<file path="config.mk">
export PLATFORM = sky130hd
export DESIGN_NAME = axi_mem_exerciser
export DESIGN_NICKNAME = d
export VERILOG_FILES = /design/src/rtl/axi_exer_pkg.sv /design/src/rtl/axi_exer_beat_gen.sv /design/src/rtl/axi_mem_exerciser.sv
export SDC_FILE = /design/constraint.sdc
export NUM_CORES = 1
export LEC_CHECK = 0
export ABC_CLOCK_PERIOD_IN_PS = 3200
export CORE_AREA = 3 3 117 119
export CTS_BUF_LIST = sky130_fd_sc_hd__clkbuf_8 sky130_fd_sc_hd__clkbuf_16
export DETAILED_ROUTE_END_ITERATION = 6
export DIE_AREA = 0 0 120 122
export HOLD_SLACK_MARGIN = 0.08
export PLACE_DENSITY = 0.87
export SYNTH_ARGS = -nofsm -noshare
export SYNTH_HDL_FRONTEND = slang
export SYNTH_HIERARCHICAL = 1
export SYNTH_SLANG_ARGS = --single-unit
</file>
<file path="constraint.sdc">
create_clock -name clk -period 3.2 [get_ports clk]
set_input_delay 0.64 -clock clk [delete_from_list [all_inputs] [get_ports clk]]
set_output_delay 0.64 -clock clk [all_outputs]
set_load 0.005 [all_outputs]
</file>
<file path="src/rtl/axi_exer_pkg.sv">
// Shared definitions for the AXI memory exerciser: response/burst codes,
// sideband constants, the control FSM encoding and the data pattern.
package axi_exer_pkg;

    localparam logic [1:0] RESP_OKAY   = 2'b00;
    localparam logic [1:0] RESP_EXOKAY = 2'b01;
    localparam logic [1:0] RESP_SLVERR = 2'b10;
    localparam logic [1:0] RESP_DECERR = 2'b11;

    localparam logic [1:0] BURST_FIXED = 2'b00;
    localparam logic [1:0] BURST_INCR  = 2'b01;
    localparam logic [1:0] BURST_WRAP  = 2'b10;

    localparam logic [3:0] AXI_CACHE_DEF = 4'b0011;
    localparam logic [2:0] AXI_PROT_DEF  = 3'b000;

    typedef enum logic [2:0] {
        ST_IDLE,
        ST_AW,
        ST_W,
        ST_B,
        ST_AR,
        ST_R,
        ST_DONE
    } exer_state_e;

    // One 32-bit lane of the test pattern for a given byte address.
    function automatic logic [31:0] pattern_word(input logic [31:0] addr,
                                                 input logic [31:0] seed);
        return addr ^ seed;
    endfunction

endpackage

</file>
<file path="src/rtl/axi_exer_beat_gen.sv">
// Burst/beat address tracking and pattern data for the AXI exerciser.
// The same generator serves the write phase and the read-back phase.
module axi_exer_beat_gen
    import axi_exer_pkg::*;
#(
    parameter int unsigned DATA_WIDTH = 32,
    parameter int unsigned ADDR_WIDTH = 8,
    parameter int unsigned ID_WIDTH   = 8,
    parameter int unsigned BURST_LEN  = 4,
    parameter int unsigned NUM_BURSTS = 8,
    parameter int unsigned BASE_ADDR  = 0,
    parameter logic [31:0] SEED       = 32'h1234_5678
) (
    input  logic                  clk,
    input  logic                  rst,
    input  logic                  burst_clr,
    input  logic                  burst_adv,
    input  logic                  beat_clr,
    input  logic                  beat_adv,
    output logic [ID_WIDTH-1:0]   burst_id,
    output logic [ADDR_WIDTH-1:0] burst_addr,
    output logic [8:0]            beat_cnt,
    output logic [DATA_WIDTH-1:0] beat_data,
    output logic                  last_beat,
    output logic                  last_burst
);

    localparam logic [ADDR_WIDTH-1:0] BASE        = ADDR_WIDTH'(BASE_ADDR);
    localparam logic [ADDR_WIDTH-1:0] BEAT_BYTES  = ADDR_WIDTH'(DATA_WIDTH / 8);
    localparam logic [ADDR_WIDTH-1:0] BURST_BYTES = ADDR_WIDTH'(BURST_LEN * (DATA_WIDTH / 8));

    logic [15:0]           burst_idx;
    logic [ADDR_WIDTH-1:0] beat_addr;

    // Burst index and running burst base address (wraps modulo 2^ADDR_WIDTH).
    always_ff @(posedge clk or posedge rst) begin
        if (rst) begin
            burst_idx  <= '0;
            burst_addr <= BASE;
        end else if (burst_clr) begin
            burst_idx  <= '0;
            burst_addr <= BASE;
        end else if (burst_adv) begin
            burst_idx  <= burst_idx + 16'd1;
            burst_addr <= burst_addr + BURST_BYTES;
        end
    end

    // Beat counter and running beat address within the current burst.
    always_ff @(posedge clk or posedge rst) begin
        if (rst) begin
            beat_cnt  <= '0;
            beat_addr <= '0;
        end else if (beat_clr) begin
            beat_cnt  <= '0;
            beat_addr <= burst_addr;
        end else if (beat_adv) begin
            beat_cnt  <= beat_cnt + 9'd1;
            beat_addr <= beat_addr + BEAT_BYTES;
        end
    end

    // Derived per-beat data and burst/beat boundary flags.
    always_comb begin
        burst_id   = ID_WIDTH'(burst_idx);
        beat_data  = {(DATA_WIDTH / 32){pattern_word(32'(beat_addr), SEED)}};
        last_beat  = (beat_cnt == 9'(BURST_LEN - 1));
        last_burst = (burst_idx == 16'(NUM_BURSTS - 1));
    end

endmodule

</file>
<file path="src/rtl/axi_mem_exerciser.sv">
// AXI4 master that writes NUM_BURSTS INCR bursts of a deterministic pattern,
// reads the region back and counts mismatches and response errors.
// Optional build macro AXI_EXER_THROTTLE_EN inserts LFSR-driven W gaps and
// B/R ready back-pressure.
module axi_mem_exerciser
    import axi_exer_pkg::*;
#(
    parameter int unsigned DATA_WIDTH = 32,
    parameter int unsigned ADDR_WIDTH = 8,
    parameter int unsigned ID_WIDTH   = 8,
    parameter int unsigned BURST_LEN  = 4,
    parameter int unsigned NUM_BURSTS = 8,
    parameter int unsigned BASE_ADDR  = 0,
    parameter logic [31:0] SEED       = 32'h1234_5678
) (
    input  logic                    clk,
    input  logic                    rst,
    input  logic                    start,
    output logic                    busy,
    output logic                    done,
    output logic                    pass,
    output logic [15:0]             err_count,

    output logic [ID_WIDTH-1:0]     m_axi_awid,
    output logic [ADDR_WIDTH-1:0]   m_axi_awaddr,
    output logic [7:0]              m_axi_awlen,
    output logic [2:0]              m_axi_awsize,
    output logic [1:0]              m_axi_awburst,
    output logic                    m_axi_awlock,
    output logic [3:0]              m_axi_awcache,
    output logic [2:0]              m_axi_awprot,
    output logic                    m_axi_awvalid,
    input  logic                    m_axi_awready,

    output logic [DATA_WIDTH-1:0]   m_axi_wdata,
    output logic [DATA_WIDTH/8-1:0] m_axi_wstrb,
    output logic                    m_axi_wlast,
    output logic                    m_axi_wvalid,
    input  logic                    m_axi_wready,

    input  logic [ID_WIDTH-1:0]     m_axi_bid,
    input  logic [1:0]              m_axi_bresp,
    input  logic                    m_axi_bvalid,
    output logic                    m_axi_bready,

    output logic [ID_WIDTH-1:0]     m_axi_arid,
    output logic [ADDR_WIDTH-1:0]   m_axi_araddr,
    output logic [7:0]              m_axi_arlen,
    output logic [2:0]              m_axi_arsize,
    output logic [1:0]              m_axi_arburst,
    output logic                    m_axi_arlock,
    output logic [3:0]              m_axi_arcache,
    output logic [2:0]              m_axi_arprot,
    output logic                    m_axi_arvalid,
    input  logic                    m_axi_arready,

    input  logic [ID_WIDTH-1:0]     m_axi_rid,
    input  logic [DATA_WIDTH-1:0]   m_axi_rdata,
    input  logic [1:0]              m_axi_rresp,
    input  logic                    m_axi_rlast,
    input  logic                    m_axi_rvalid,
    output logic                    m_axi_rready
);

    localparam logic [2:0] AXI_SIZE = 3'($clog2(DATA_WIDTH / 8));
    localparam logic [7:0] AXI_LEN  = 8'(BURST_LEN - 1);

    exer_state_e state, state_nxt;

    logic                  aw_hs, w_hs, b_hs, ar_hs, r_hs, r_end;
    logic                  start_acc;
    logic                  burst_clr, burst_adv, beat_clr, beat_adv;
    logic                  throttle_ok, ready_gate;
    logic [ID_WIDTH-1:0]   burst_id;
    logic [ADDR_WIDTH-1:0] burst_addr;
    logic [8:0]            beat_cnt;
    logic [DATA_WIDTH-1:0] beat_data;
    logic                  last_beat, last_burst;
    logic [8:0]            err_inc;
    logic [16:0]           err_sum;

`ifdef AXI_EXER_THROTTLE_EN
    logic [7:0] lfsr;

    // Free-running Fibonacci LFSR (taps 8,6,5,4) gating W beats and B/R ready.
    always_ff @(posedge clk or posedge rst) begin
        if (rst) lfsr <= 8'hA5;
        else     lfsr <= {lfsr[6:0], lfsr[7] ^ lfsr[5] ^ lfsr[4] ^ lfsr[3]};
    end

    // Throttle taps.
    always_comb begin
        throttle_ok = lfsr[0];
        ready_gate  = lfsr[1];
    end
`else
    // No throttling: beats back-to-back, ready held high.
    always_comb begin
        throttle_ok = 1'b1;
        ready_gate  = 1'b1;
    end
`endif

    axi_exer_beat_gen #(
        .DATA_WIDTH (DATA_WIDTH),
        .ADDR_WIDTH (ADDR_WIDTH),
        .ID_WIDTH   (ID_WIDTH),
        .BURST_LEN  (BURST_LEN),
        .NUM_BURSTS (NUM_BURSTS),
        .BASE_ADDR  (BASE_ADDR),
        .SEED       (SEED)
    ) u_beat_gen (
        .clk        (clk),
        .rst        (rst),
        .burst_clr  (burst_clr),
        .burst_adv  (burst_adv),
        .beat_clr   (beat_clr),
        .beat_adv   (beat_adv),
        .burst_id   (burst_id),
        .burst_addr (burst_addr),
        .beat_cnt   (beat_cnt),
        .beat_data  (beat_data),
        .last_beat  (last_beat),
        .last_burst (last_burst)
    );

    // Handshake decode and sequencing strobes for the beat generator.
    always_comb begin
        aw_hs     = m_axi_awvalid && m_axi_awready;
        w_hs      = m_axi_wvalid && m_axi_wready;
        b_hs      = m_axi_bvalid && m_axi_bready;
        ar_hs     = m_axi_arvalid && m_axi_arready;
        r_hs      = m_axi_rvalid && m_axi_rready;
        // An early rlast closes the burst just like the expected final beat.
        r_end     = r_hs && (m_axi_rlast || last_beat);
        start_acc = start && ((state == ST_IDLE) || (state == ST_DONE));
        burst_clr = start_acc || (b_hs && last_burst);
        burst_adv = (b_hs && !last_burst) || (r_end && !last_burst);
        beat_clr  = aw_hs || ar_hs;
        beat_adv  = w_hs || r_hs;
    end

    // FSM state register.
    always_ff @(posedge clk or posedge rst) begin
        if (rst) state <= ST_IDLE;
        else     state <= state_nxt;
    end

    // FSM next-state logic.
    always_comb begin
        state_nxt = state;
        unique case (state)
            ST_IDLE, ST_DONE: if (start) state_nxt = ST_AW;
            ST_AW:            if (aw_hs) state_nxt = ST_W;
            ST_W:             if (w_hs && last_beat) state_nxt = ST_B;
            ST_B:             if (b_hs) state_nxt = last_burst ? ST_AR : ST_AW;
            ST_AR:            if (ar_hs) state_nxt = ST_R;
            ST_R:             if (r_end) state_nxt = last_burst ? ST_DONE : ST_AR;
            default:          state_nxt = ST_IDLE;
        endcase
    end

    // Valid registers: rise one cycle after state entry, held until accepted.
    always_ff @(posedge clk or posedge rst) begin
        if (rst) begin
            m_axi_awvalid <= 1'b0;
            m_axi_arvalid <= 1'b0;
            m_axi_wvalid  <= 1'b0;
        end else begin
            m_axi_awvalid <= (state == ST_AW) && !aw_hs;
            m_axi_arvalid <= (state == ST_AR) && !ar_hs;
            if (state != ST_W)
                m_axi_wvalid <= 1'b0;
            else if (w_hs)
                m_axi_wvalid <= !last_beat && throttle_ok;
            else if (!m_axi_wvalid)
                m_axi_wvalid <= throttle_ok;
        end
    end

    // Error increment for the current cycle's B or R handshake.
    always_comb begin
        err_inc = '0;
        if (b_hs && ((m_axi_bresp != RESP_OKAY) || (m_axi_bid != burst_id)))
            err_inc = 9'd1;
        if (r_hs) begin
            // Early rlast: this beat plus every beat still expected is an error.
            if (m_axi_rlast && !last_beat)
                err_inc = 9'(BURST_LEN) - beat_cnt;
            else if ((m_axi_rdata != beat_data) || (m_axi_rresp != RESP_OKAY) ||
                     (m_axi_rid != burst_id) || (m_axi_rlast != last_beat))
                err_inc = 9'd1;
        end
        err_sum = {1'b0, err_count} + {8'd0, err_inc};
    end

    // Saturating error counter, cleared by an accepted start.
    always_ff @(posedge clk or posedge rst) begin
        if (rst)             err_count <= '0;
        else if (start_acc)  err_count <= '0;
        else if (err_sum[16]) err_count <= '1;
        else                 err_count <= err_sum[15:0];
    end

    // Status, ready and payload outputs; payload is zero whenever valid is low.
    always_comb begin
        busy          = (state == ST_AW) || (state == ST_W) || (state == ST_B) ||
                        (state == ST_AR) || (state == ST_R);
        done          = (state == ST_DONE);
        pass          = done && (err_count == '0);
        m_axi_bready  = (state == ST_B) && ready_gate;
        m_axi_rready  = (state == ST_R) && ready_gate;

        m_axi_awid    = m_axi_awvalid ? burst_id      : '0;
        m_axi_awaddr  = m_axi_awvalid ? burst_addr    : '0;
        m_axi_awlen   = m_axi_awvalid ? AXI_LEN       : '0;
        m_axi_awsize  = m_axi_awvalid ? AXI_SIZE      : '0;
        m_axi_awburst = m_axi_awvalid ? BURST_INCR    : '0;
        m_axi_awlock  = 1'b0;
        m_axi_awcache = m_axi_awvalid ? AXI_CACHE_DEF : '0;
        m_axi_awprot  = AXI_PROT_DEF;

        m_axi_arid    = m_axi_arvalid ? burst_id      : '0;
        m_axi_araddr  = m_axi_arvalid ? burst_addr    : '0;
        m_axi_arlen   = m_axi_arvalid ? AXI_LEN       : '0;
        m_axi_arsize  = m_axi_arvalid ? AXI_SIZE      : '0;
        m_axi_arburst = m_axi_arvalid ? BURST_INCR    : '0;
        m_axi_arlock  = 1'b0;
        m_axi_arcache = m_axi_arvalid ? AXI_CACHE_DEF : '0;
        m_axi_arprot  = AXI_PROT_DEF;

        m_axi_wdata   = m_axi_wvalid ? beat_data : '0;
        m_axi_wstrb   = m_axi_wvalid ? '1 : '0;
        m_axi_wlast   = m_axi_wvalid && last_beat;
    end

endmodule

</file>
* After elaboration in Yosys (flattened, before gate mapping)
Cells that the tools add are included.
** Cells by class
- Add/sub/neg operators :: 6
- Equality and inequality tests :: 19
- Muxes and demuxes :: 39
- Bitwise operators :: 1
- Reduce and logical (&&, ||, !) cells :: 43
** Operators by type and width (number)
- $mux W16 :: 4
- $mux W8 :: 8
- $mux W9 :: 5
- $ne A32 B29 Y1 :: 1
- $mux W29 :: 1
- $mux W3 :: 7
- $pmux W3 S6 :: 1
- $add A16 B9 Y17 :: 1
- $logic_and A1 B1 Y1 :: 17
- $add A16 B1 Y16 const B :: 1
- $eq A16 B3 Y1 const B :: 1
- $logic_not A16 Y1 :: 1
- $ne A8 B8 Y1 :: 2
- $logic_or A1 B1 Y1 :: 14
- $mux W2 :: 7
- $not A4 Y13 :: 1
- $add A9 B1 Y9 const B :: 1
- $eq A3 B3 Y1 const B :: 3
- $eq A9 B2 Y1 const B :: 1
- $sub A3 B9 Y9 const A :: 1
- $add A8 B3 Y8 const B :: 1
- $add A8 B5 Y8 const B :: 1
- $ne A2 B2 Y1 const B :: 4
- $reduce_bool A2 Y1 :: 4
- 11 further kinds :: 20
** Word-level totals
- Flip-flop bits (word level) :: 63
- Bits of input ports :: 61

* Logic depth before layout (Yosys ltp)
- Depth in word-level cells :: 11
- Depth in mapped cells :: 18
- Mapped depth without buffers :: 17

* Modules after synthesis
Netlist, hierarchy kept.
** Modules (own cells, without submodules)
- axi_mem_exerciser :: times used 1, cells an instance 397, area each 3057.9 µm², seq. area each 550.5 µm²
- axi_exer_beat_gen :: times used 1, cells an instance 222, area each 2093.3 µm², seq. area each 875.8 µm²

* Worst setup path before layout
No wires, ideal clock.
- Path type :: register -> register
- Start :: reg u_beat_gen.beat_cnt[4]
- End :: reg err_count[11]
- Setup time :: 0.099 ns
- Data arrival time :: 3.410 ns
- Required time :: 3.101 ns
- Path slack :: -0.309 ns
- Stages on the path, launching flop included :: 17
- Clock period less this slack :: 3.509 ns
- Path through :: dfrtp_1 -> nor4_1 -> and4b_1 -> inv_1 -> ha_1 -> nand3_1 -> nor2_1 -> o31ai_1 -> ha_1 -> inv_1 -> fa_1 -> and2b_1 -> o31a_2 -> o21ai_2 -> or3_1 -> buf_6 -> a311oi_1
** Between the ends
- Longest elaborated chain between the ends :: 9
- Elaborated cells on any way between the ends :: 12
- Those cells by class :: add/sub (2); eq/ne (2); mux (5); reduce/logical (3)
** Ends and longest elaborated chain
- start: declaration :: RTL line axi_exer_beat_gen.sv:22 : output logic [8:0] beat_cnt,
- start signal: assignment :: RTL line axi_exer_beat_gen.sv:58 : beat_cnt <= beat_cnt + 9'd1;
- $eq A9 B2 Y1 (*) :: RTL line axi_exer_beat_gen.sv:67 : last_beat = (beat_cnt == 9'(BURST_LEN - 1));
- named net last_beat :: RTL line axi_mem_exerciser.sv:78 : logic last_beat, last_burst;
- $ne A1 B1 Y1 :: RTL line axi_mem_exerciser.sv:191 : (m_axi_rid != burst_id) || (m_axi_rlast != last_beat))
- $logic_or A1 B1 Y1 :: RTL line axi_mem_exerciser.sv:191
- $mux W9 :: RTL line axi_mem_exerciser.sv:190 : else if ((m_axi_rdata != beat_data) || (m_axi_rresp != RESP_OKAY) ||
- $mux W9 (*) :: RTL line axi_mem_exerciser.sv:188 : if (m_axi_rlast && !last_beat)
- $mux W9 (*) :: RTL line axi_mem_exerciser.sv:186 : if (r_hs) begin
- $add A16 B9 Y17 (*) :: RTL line axi_mem_exerciser.sv:194 : err_sum = {1'b0, err_count} + {8'd0, err_inc};
- $mux W16 (*) :: RTL line axi_mem_exerciser.sv:201 : else if (err_sum[16]) err_count <= '1;
- $mux W16 (*) :: RTL line axi_mem_exerciser.sv:200 : else if (start_acc) err_count <= '0;
- end signal: assignment :: RTL line axi_mem_exerciser.sv:202 : else err_count <= err_sum[15:0];
- end: declaration :: RTL line axi_mem_exerciser.sv:22 : output logic [15:0] err_count,
Mark *: on every way through the listed nets, which the timed path passes. The rest lies on a longest branch.
A chain may end at the register's enable or synchronous reset.

* Worst setup path in the final report
- Start :: reg u_beat_gen.beat_cnt[7]
- End :: reg err_count[11]
The elaborated chain is that of the path after synthesis.

==> results.ini <==
[outcome]
status=complete, but fails checks
violations=negative setup slack

[placed_design]
gp_congestion=0.886
placed_cell_area_um2=6740
numPortBuffers=140
dpl.hpwl_um=11700

[setup_path]
critPathBufInv=3
worstReg2RegStart=u_beat_gen/beat_cnt[7]
critPathTopFamily=simple AND/OR/NAND/NOR gates
path_class=register to register
crit_start=u_beat_gen/beat_cnt[7]
endpoint_kind=register
cpPeakStageDelay_ns=0.39
crit_chain=nor4_2 -> and4b_2 -> inv_4 -> ha_4 -> nor4_4 -> nand4_1 -> nor3_2 -> o31ai_2 -> ha_2 -> inv_2 -> fa_2 -> and2b_1 -> o31a_4 -> o21ai_4 -> or3_4 -> buf_6 -> a311oi_2
critPathLaunchType=register
critPathMaxFanout=4
required_ns=3.43
cp_slowest_cell=dfrtp_1
cp.arrival_ns=4.04

[clock_network]
clock-root-buffer=clkbuf_16
htreeDepth=3
path_clk_slew_ns=0.05
tritoncts=built
cts.path.max_buffers=2
numCtsBuffers=9
clock-sinks=57
insertion_delay_ns=0.33

[sta]
holdWs_ns=0.564
final.period_utilization_pct=119
finalSetupViolCount=16
fin_crit_ns=3.81
setup_slack_ns=-0.611
rsz0062_at_grt=yes
max_freq_mhz=262
worst_pin_slew_ns=0.917
hold_violations=0
maxSlewViolCount=0
relSlewSlack_pct=38.8
clock_skew_ns=0.00755

[route]
dr.pass1.iters=5
drc_errors=0
drt-initial-drc-count=266
viasPerCell=5.04
routed_wl_um=15700
wl_per_cell_um=16.2
drtAntennaViolNets=0
num_vias=4869

[logic_synthesis]
synthesis.instances=619
synth_cell_types=59
synth_edf_count=0
yosysWarnings=6
synth_seq_cells=57
syn_area_um2=5150
avgSynthCellArea_um2=8.32
synth_ff_type=dfrtp_1
synth-async-reset-ratio_pct=100
yosysSeqAreaShare_pct=27.7

[power]
finalPower_mw=3.88
p_switching_mw=1.43
p_int_mw=2.44
p_per_area_nw_per_um2=536
ir_drop_mv=0.232
power.leakage_nw=3.20
combPwrFrac_pct=47.9
clkPwrFrac_pct=24.7
p_sw_share_pct=37.0
power_frac_seq_pct=27.4

[min_path]
hold_path.class=register to register
hp-start=u_beat_gen/burst_addr[7]

[global_routing]
grt_pass1_vias=4840
grt_max_degree=36
overflow=0
grt_pass1_wl_um=23800
grt_usage_pct=20.2
antenna_found_initial=0

[die]
die_height_um=122
fp.dieW_um=120
num_rows=41
core-area_um2=12700
initial_core_util_pct=40.7
die-area_um2=14600
num_io_pins=196

[cells_and_area]
layout.nets=868
synthToLayoutAreaGrowth_pct=40.3
drive_gt1_share_pct=15.5
antenna_cells=0
final_area_um2=7230

[job]
drv_cap=0

cell type report:
type                       instances  area, um^2
sequential                        57        1430
clock inverter                     6        58.8
inverter                          21        81.3
clock buffer                      10         239
timing repair buffer             206        1900
tap                              172         215
fill                            1036        5440
multi-input combinational        495        3300
layer usage:
metal	wire, um	share of wire (%)	global-route usage (%)
met1	6120	39	23.3
met2	8040	51	36.7
met3	1060	6.7	3.85
met4	484	3.1	8.45
met5	0	0	0
worst reg2reg max path: stages, from the launching register on:
cell and delay [ns]:
dfrtp_1 0.39, nor4_2 0.30, and4b_2 0.34, inv_4 0.07, ha_4 0.27, nor4_4 0.04, nand4_1 0.13, nor3_2 0.07
o31ai_2 0.21, ha_2 0.24, inv_2 0.04, fa_2 0.33, and2b_1 0.29, o31a_4 0.19, o21ai_4 0.07, or3_4 0.37
buf_6 0.14, a311oi_2 0.23
flip-flops by register name (all words and copies together) (netlist names):
name                   cells
err_count                 16
u_beat_gen/burst_idx      16
u_beat_gen/beat_cnt        9
u_beat_gen/beat_addr       6
u_beat_gen/burst_addr      4
state                      3
m_axi_arvalid              1
m_axi_awvalid              1
m_axi_wvalid               1
cell usage after synthesis, types with 13 or more instances:
cell type	number	area [um^2]
o21ai_0	13	65.1
inv_1	21	78.8
a21oi_1	23	115
xor2_1	61	534
xnor2_1	25	219
nor2_1	55	206
clkbuf_1	13	48.8
ha_1	16	200
dfrtp_1	57	1430
buf_4	87	653
nor4_1	24	150
and2_1	67	419
nand2_1	36	135
nand4_1	14	87.6
nor3_1	14	70.1
cells by family (layout without fill, tap and decap cells):
family / count (synthesis) / after routing / share of synthesized area, %
simple gates: 248 / 248 / 26.1
buf+inv: 124 / 243 / 15.6
xor+xnor: 86 / 86 / 14.6
compound gates: 79 / 79 / 10.5
flops: 57 / 57 / 27.7
fa+ha+maj: 17 / 17 / 4.27
mux: 5 / 5 / 0.996
other cells: 3 / 60 / 0.219
metrics by stage:
step                setup TNS (ns)  utilization (%)  setup slack [ns]  cells
floorplan                   -0.610                -            -0.163    676
global placement            -13.39             53.2            -0.891    946
detailed placement          -15.57             53.2             -1.03    946
CTS                          -6.39             56.7            -0.471    965
global route                -11.01             57.0            -0.783    967
finish                       -8.22             57.0            -0.611    967
final timing paths:
| check | endpoint | slack [ns] | depth (start not counted) |
|---|---|---|---|
| setup / recovery | err_count[11] | -0.61 | 17 |
| hold / removal | u_beat_gen/beat_addr[7] | 0.56 | 2 |
| setup reg to reg | err_count[11] | -0.61 | 17 |
| hold reg to reg | u_beat_gen/beat_addr[7] | 0.56 | 2 |
| max in group asynchronous | err_count[1] | 1.70 | 2 |
| min in group asynchronous | u_beat_gen/burst_idx[12] | 0.83 | 3 |
layout by cell type, fill, tap and decap left out, types with 20 or more instances in the layout:
| master | instances |
|---|---|
| and2_1 | 67 |
| buf_4 | 64 |
| clkdlybuf4s50_1 | 140 |
| conb_1 | 60 |
| dfrtp_1 | 57 |
| inv_1 | 20 |
| nand2_1 | 36 |
| nor2_1 | 54 |
| xnor2_1 | 25 |
| xor2_1 | 61 |
power groups by stage:
| stage | clock [mW] | sequential (mW) | combinational (mW) |
|---|---|---|---|
| finish | 0.958 | 1.06 | 1.86 |
| global route | 0.994 | 1.09 | 2.02 |
| CTS | 0.964 | 1.06 | 1.82 |
| detailed placement | 0 | 1.07 | 1.76 |
| global placement | 0 | 1.07 | 1.72 |
| floorplan | 0 | 0.998 | 1.08 |
repair_timing:
item | CTS | global route
hold buffers | 0 | 0
pin swaps | 6 | 5
setup endpoints to repair | 16 | 16
setup buffers | 3 | 2
resized for setup | 25 | 5
No activity file was read; power rests on OpenSTA's default activity.
